==> config.mk <==
export PLATFORM = sky130hd
export DESIGN_NAME = hazard_scoreboard
export DESIGN_NICKNAME = d
export VERILOG_FILES = /design/src/rtl/pipeline_pkg.sv /design/src/rtl/sb_entry.sv /design/src/rtl/hazard_scoreboard.sv
export SDC_FILE = /design/constraint.sdc
export NUM_CORES = 1
export LEC_CHECK = 0
export CORE_MARGIN = 3
export CORE_UTILIZATION = 60
export DETAILED_ROUTE_END_ITERATION = 10
export PLACE_DENSITY = 0.81
export SETUP_SLACK_MARGIN = 0.3
export SLEW_MARGIN = 10
export SYNTH_ARGS = -nofsm -noshare
export SYNTH_HDL_FRONTEND = slang
export SYNTH_SLANG_ARGS = --single-unit
==> constraint.sdc <==
create_clock -name clk -period 6.05 [get_ports clk]
set_clock_uncertainty 0.1 [all_clocks]
set_input_delay 1.21 -clock clk [delete_from_list [all_inputs] [get_ports clk]]
set_output_delay 1.21 -clock clk [all_outputs]
set_load 0.05 [all_outputs]
==> src/rtl/pipeline_pkg.sv <==
// Shared pipeline definitions: result classes, register address width and
// forwarding select encodings used by the scoreboard and the forwarding unit.
package pipeline_pkg;

    localparam int REG_ADDR_W = 5;

    localparam logic [1:0] CLS_ALU  = 2'b00;
    localparam logic [1:0] CLS_LOAD = 2'b01;
    localparam logic [1:0] CLS_MUL  = 2'b10;

    // Forwarding mux selects for the EX-stage operand muxes.
    localparam logic [1:0] FWD_NONE  = 2'b00;
    localparam logic [1:0] FWD_MEMWB = 2'b01;
    localparam logic [1:0] FWD_EXMEM = 2'b10;

    // Cycles after issue until a result of this class reaches a forwarding path.
    // The reserved class behaves as ALU.
    function automatic int unsigned class_latency(input logic [1:0] cls,
                                                  input int unsigned mul_lat);
        int unsigned lat;
        lat = 0;
        case (cls)
            CLS_LOAD: lat = 1;
            CLS_MUL:  lat = mul_lat - 1;
            default:  lat = 0;
        endcase
        return lat;
    endfunction

endpackage

==> src/rtl/sb_entry.sv <==
// One architectural register's scoreboard state: forwarding countdown and
// outstanding-write flag.
module sb_entry #(
    parameter int CNT_W = 3
) (
    input  logic             clk,
    input  logic             rst,
    input  logic             set,
    input  logic [CNT_W-1:0] set_cnt,
    input  logic             clr,
    output logic [CNT_W-1:0] cnt,
    output logic             pending
);

    // A new issue overrides both the running countdown and a same-cycle writeback.
    always_ff @(posedge clk or posedge rst) begin
        if (rst) begin
            cnt     <= '0;
            pending <= 1'b0;
        end else if (set) begin
            cnt     <= set_cnt;
            pending <= 1'b1;
        end else begin
            if (cnt != '0)
                cnt <= cnt - CNT_W'(1);
            if (clr)
                pending <= 1'b0;
        end
    end

endmodule

==> src/rtl/hazard_scoreboard.sv <==
// Issue-side scoreboard: stalls the ID instruction until its operands and
// destination are covered by forwarding and the multiplier is free.
module hazard_scoreboard
    import pipeline_pkg::*;
#(
    parameter int NREG    = 32,
    parameter int CNT_W   = 3,
    parameter int MUL_LAT = 4
) (
    input  logic                  clk,
    input  logic                  rst,
    input  logic                  id_valid,
    input  logic [REG_ADDR_W-1:0] id_RsAddr,
    input  logic [REG_ADDR_W-1:0] id_RtAddr,
    input  logic                  id_Rs_used,
    input  logic                  id_Rt_used,
    input  logic [REG_ADDR_W-1:0] id_RdAddr,
    input  logic                  id_Reg_w,
    input  logic [1:0]            id_class,
    input  logic                  flush,
    input  logic                  wb_valid,
    input  logic [REG_ADDR_W-1:0] wb_RdAddr,
    output logic                  stall,
    output logic                  issue,
    output logic [NREG-1:0]       busy_mask
);

    logic [CNT_W-1:0] cnt_arr [NREG];
    logic [NREG-1:0]  cnt_nz;
    logic [NREG-1:0]  pending;
    logic [NREG-1:1]  set_vec;
    logic [NREG-1:1]  clr_vec;
    logic [CNT_W-1:0] issue_cnt;
    logic [CNT_W-1:0] mul_cnt_reg;
    logic             haz_rs;
    logic             haz_rt;
    logic             waw;
    logic             mul_struct;
    logic             is_mul;
    logic             id_live;

    // r0 carries no state, so a zero "not ready" bit makes it hazard-free.
    assign cnt_arr[0] = '0;
    assign pending[0] = 1'b0;
    assign cnt_nz[0]  = 1'b0;

    assign issue_cnt = CNT_W'(class_latency(id_class, MUL_LAT));

    generate
        for (genvar gi = 1; gi < NREG; gi++) begin : g_entry
            assign set_vec[gi] = issue && id_Reg_w && (int'(id_RdAddr) == gi);
            assign clr_vec[gi] = wb_valid && (int'(wb_RdAddr) == gi);
            assign cnt_nz[gi]  = (cnt_arr[gi] != '0);

            sb_entry #(
                .CNT_W(CNT_W)
            ) u_entry (
                .clk     (clk),
                .rst     (rst),
                .set     (set_vec[gi]),
                .set_cnt (issue_cnt),
                .clr     (clr_vec[gi]),
                .cnt     (cnt_arr[gi]),
                .pending (pending[gi])
            );
        end
    endgenerate

    assign is_mul     = (id_class == CLS_MUL);
    assign haz_rs     = id_Rs_used && cnt_nz[id_RsAddr];
    assign haz_rt     = id_Rt_used && cnt_nz[id_RtAddr];
    assign waw        = id_Reg_w && cnt_nz[id_RdAddr];
    assign mul_struct = is_mul && (mul_cnt_reg != '0);

    assign id_live   = id_valid && !flush;
    assign stall     = id_live && (haz_rs || haz_rt || waw || mul_struct);
    assign issue     = id_live && !stall;
    assign busy_mask = pending;

    // The multiplier is not pipelined: any issued MUL occupies it, even without Rd.
    always_ff @(posedge clk or posedge rst) begin
        if (rst)
            mul_cnt_reg <= '0;
        else if (issue && is_mul)
            mul_cnt_reg <= CNT_W'(MUL_LAT - 1);
        else if (mul_cnt_reg != '0)
            mul_cnt_reg <= mul_cnt_reg - CNT_W'(1);
    end

endmodule

# Yosys cells after proc, flatten, opt, wreduce, memory -nomap -nowiden
# Index checks and enable logic that the tools add are counted.
# totals
ff_bits	127
inputBits	30
word_cells	466
# classes
n_addsub	32
n_lt_le_gt_ge	3
eq_ne	64
n_mux	133
n_reduce_logical	171
# op_table
op	count
$mux 3	64
$eq 5x5->1 const B	32
$reduce_bool 2->1	63
$reduce_bool 3->1	32
$sub 3x1->3 const B	32
$eq 5x4->1 const B	16
$logic_and 1x1->1	71
$mux 1	65
$eq 5x3->1 const B	8
$eq 5x2->1 const B	4
$lt 5x6->1 const B	3
$bmux 1 s5	3
$eq 5x1->1 const B	2
$pmux 2 s2	1
$logic_or 1x1->1	3
$eq 2x1->1 const B	1
$eq 2x2->1 const B	1
$logic_not 1->1	2

# Longest topological paths before layout
# depth
depth_word	13
ltp_mapped	11
ltp_nobuf	9

# Hierarchy
# A second synthesis with hierarchy kept.
# hier_totals
cells_unflattened	1065
area_unflattened_um2	9285.2
# by_module_without_submodules
module	instances	cells_per_inst	area_per_inst_um2	seq_area_each_um2
sb_entry	31	24	235.2	100.1
hazard_scoreboard	1	321	1993.2	75.1

# Worst setup path after synthesis
# No wires, ideal clock.
# synth_path
path_type	input-to-output
startpoint	input port id_RsAddr[2]
endpoint	output port issue
arrival_time_ns	3.724
required_ns	4.740
setup_slack_ns	1.016
stages	9
path_buffers	3
path_cell_list	buf_2 mux4_2 o311ai_0 a211o_1 nand4_2 or2_1 buf_6 buf_6 nor2_1
# synth_between
elab_chain_len	9
# synth_lines
element	line	source
from (decl)	hazard_scoreboard.sv:13	input logic [REG_ADDR_W-1:0] id_RsAddr,
$bmux 1 s5	hazard_scoreboard.sv:70	assign haz_rs = id_Rs_used && cnt_nz[id_RsAddr];
$mux 1 (not written as such)	hazard_scoreboard.sv:70	
$logic_and 1x1->1	hazard_scoreboard.sv:70	
$logic_or 1x1->1 (3 in a row)	hazard_scoreboard.sv:76	assign stall = id_live && (haz_rs || haz_rt || waw || mul_struct);
$logic_and 1x1->1	hazard_scoreboard.sv:76	
$logic_not 1->1	hazard_scoreboard.sv:77	assign issue = id_live && !stall;
$logic_and 1x1->1	hazard_scoreboard.sv:77	
to (decl)	hazard_scoreboard.sv:24	output logic issue,
# Every way passes these cells. The select of a mux whose other input is x is not followed.

# Worst setup path after layout
# Same ends and word-level chain as after synthesis.

==> out/results.tsv <==
metric	value	unit
status	complete, no violations	
Post-Syn Area	8690	sq um
Async SR Flop Fraction	100	%
initial drt markers	563	
I/O pin total	64	
worst path required time	4.74	ns
I/O Buffers	62	
worst hold path type	flop to flop	
Worst Tran Pin Value	1.16	ns
worst-path fanout max	10	
Leak	4.23	nW
r2r endpoint	g_entry[19].u_entry.cnt[1]	
Hold Path Origin	g_entry[23].u_entry.cnt[2]	
vias in the first global route	6716	
first-pass GRT wire length	33600	um
antenna diode count	0	
total iterations of the first detailed-routing run	5	
Worst path slowest cell	clkdlybuf4s50_1	
Worst path max stage delay	0.75	ns
pre-CTS setup slack	0.753	ns
EDFF count, synth	0	
commonest non-fill, non-tap cell in the layout	dfrtp_1	
RSZ-0062 raised after global routing	no	
Synth cell types	46	
Via Count	6342	
DPL Wire Length	15400	um
most frequent cells in the layout	dfrtp_1 (127), nor2_1 (72), inv_1 (71)	
worst vdd ir	239	uV
Routed Antenna Nets	0	
Hold-fix buffers, CTS	0	
critical setup path kind	primary input to output pin	
Clk pin slew, worst setup/hold paths	0.06	ns
crit end category	output pin	
TritonCTS clock tree	done	
# rows	43	
largest net degree at the start of global routing	77	
Die Span X	126	um
Largest register FFs	93	
Starting Density	61.9	%
chip height	126	um
H-tree depth	4	
crit-path cells	clkdlybuf4s50_1, mux4_2, o311ai_0, a211o_1, nand4_4, or2_2, nor2_1, buf_12	
Seq/Total Area, Yosys	36.6	%
Hold Fails Final Rpt	0	
Core ar.	14000	sq um
layout cell share with drive strength beyond 1	17.0	%
post-CTS setup buffers	0	
Final nets	965	
worst r2r src	g_entry[13].u_entry.cnt[0]	
All-Layer GR Usage	26.8	%
R2R Setup Slk	2.46	ns
Yosys reg bits	127	
Via density	5.98	
worst path arrival time	4.06	ns
clk root buf	clkbuf_16	
DIE AREA	16000	sq um
Slew Limit Fails	0	
later-pin clock latency in the skew report	0.43	ns
Hold Crit Depth	1	
MaxCap Viol Count	0	
post-cts sizing count	0	
Num CTS Buffers	17	
DR WL/cell	19.5	um
grt ovf	0	
Final min period	5.37	ns
endpoints failing setup	0	
Syn Area/Cell	10.4	sq um
Max Root-Sink Buffers	2	
Power per Cell Area	466	nW/um^2
Hold WS	0.368	ns
worst reg-to-reg path cell count	10	
post-route clock period utilization	88.8	%
Synth-to-Final Area Change	12.4	%
syn_nets	935	
Final Util	69.6	%
fmax	186	MHz
initial antenna violation count	0	
Post-Synthesis Cells	840	
Clock Sinks	127	
CP Launch Type	primary input	
final instance area	9780	sq um
final WL	20600	um
Yosys warning total	0	
GP Congestion	0.921	
Worst slew margin	22.3	%
residual DRC count	0	
Placed Area	9200	sq um
final worst slack	0.680	ns
Main synth FF type	dfrtp_1	
TNS Setup	0	ns
Hold Path End	g_entry[23].u_entry.cnt[2]	
-- per-stage QoR --
step,cells,total power (W)
global route,1060,0.00489
CTS,1060,0.00456
detailed placement,1031,0.00352
global placement,1031,0.00329
finish,1060,0.00456
floorplan,840,0.00305
-- how the worst max path moves through the flow --
stage                  from  endpoint  depth (start not counted)
2_1_floorplan  id_RsAddr[2]     issue                          9
3_3_place_gp   id_RtAddr[1]     issue                          8
3_5_place_dp   id_RsAddr[2]     issue                          8
4_1_cts        id_RsAddr[2]     issue                          8
5_1_grt        id_RsAddr[2]     issue                          8
6_report       id_RsAddr[2]     issue                          8
-- cell usage after synthesis, types with 5 or more instances --
| cell type | count | area share, % |
|---|---|---|
| mux2_2 | 28 | 3.6 |
| nand3b_1 | 7 | 0.60 |
| a21oi_1 | 32 | 1.8 |
| mux2i_1 | 48 | 5.5 |
| nor3_4 | 27 | 5.1 |
| o21ai_2 | 29 | 2.9 |
| ha_1 | 65 | 9.4 |
| mux4_2 | 13 | 3.4 |
| nand3_1 | 8 | 0.46 |
| buf_6 | 10 | 1.3 |
| nor2b_1 | 5 | 0.36 |
| dfrtp_1 | 127 | 37 |
| clkbuf_1 | 14 | 0.60 |
| nand2b_1 | 50 | 3.6 |
| xnor2_1 | 32 | 3.2 |
| nor2_1 | 72 | 3.1 |
| inv_1 | 72 | 3.1 |
| mux2_1 | 27 | 3.5 |
| o21ai_0 | 39 | 2.2 |
| buf_4 | 33 | 2.8 |
| nand2_1 | 49 | 2.1 |
-- metal layers --
metal | wire (um) | vias to the layer above | track usage (%)
li1 | - | 2908 | -
met1 | 8490 | 3145 | 34.6
met2 | 10000 | 246 | 44.5
met3 | 1620 | 43 | 5.98
met4 | 462 | 0 | 9.97
met5 | 0 | - | 0
-- cell families after synthesis --
logic type,synth area share [%]
and+or+nand+nor,17.4
buffers and inverters,8.02
DFF,36.6
AOI/OAI and AO/OA,9.41
muxes,16.0
adders and majority gates,9.35
xor gates and xnor gates,3.22
other,0.0431
-- final cells by class --
| cell class | count | area (sq um) |
|---|---|---|
| Clock buffer | 22 | 494 |
| Sequential cell | 127 | 3180 |
| Inverter | 73 | 277 |
| Clock inverter | 7 | 85.1 |
| Multi-Input combinational cell | 581 | 4830 |
| Fill cell | 989 | 4270 |
| Tap cell | 180 | 225 |
| Timing Repair Buffer | 70 | 688 |
-- worst max-delay path, delay by kind of cell --
kind            cells  cell delay, ns
mux                 1            0.57
simple gates        3            0.76
compound gates      2            0.59
buf+inv             2            0.93
-- power breakdown --
group          internal (W)  leakage [nW]  switching [W]
sequential          0.00122          1.55       0.000233
clock              0.000649         0.293       0.000369
combinational      0.000948          2.38        0.00113
total               0.00282          4.23        0.00173
(Power assumes the default switching activity.)
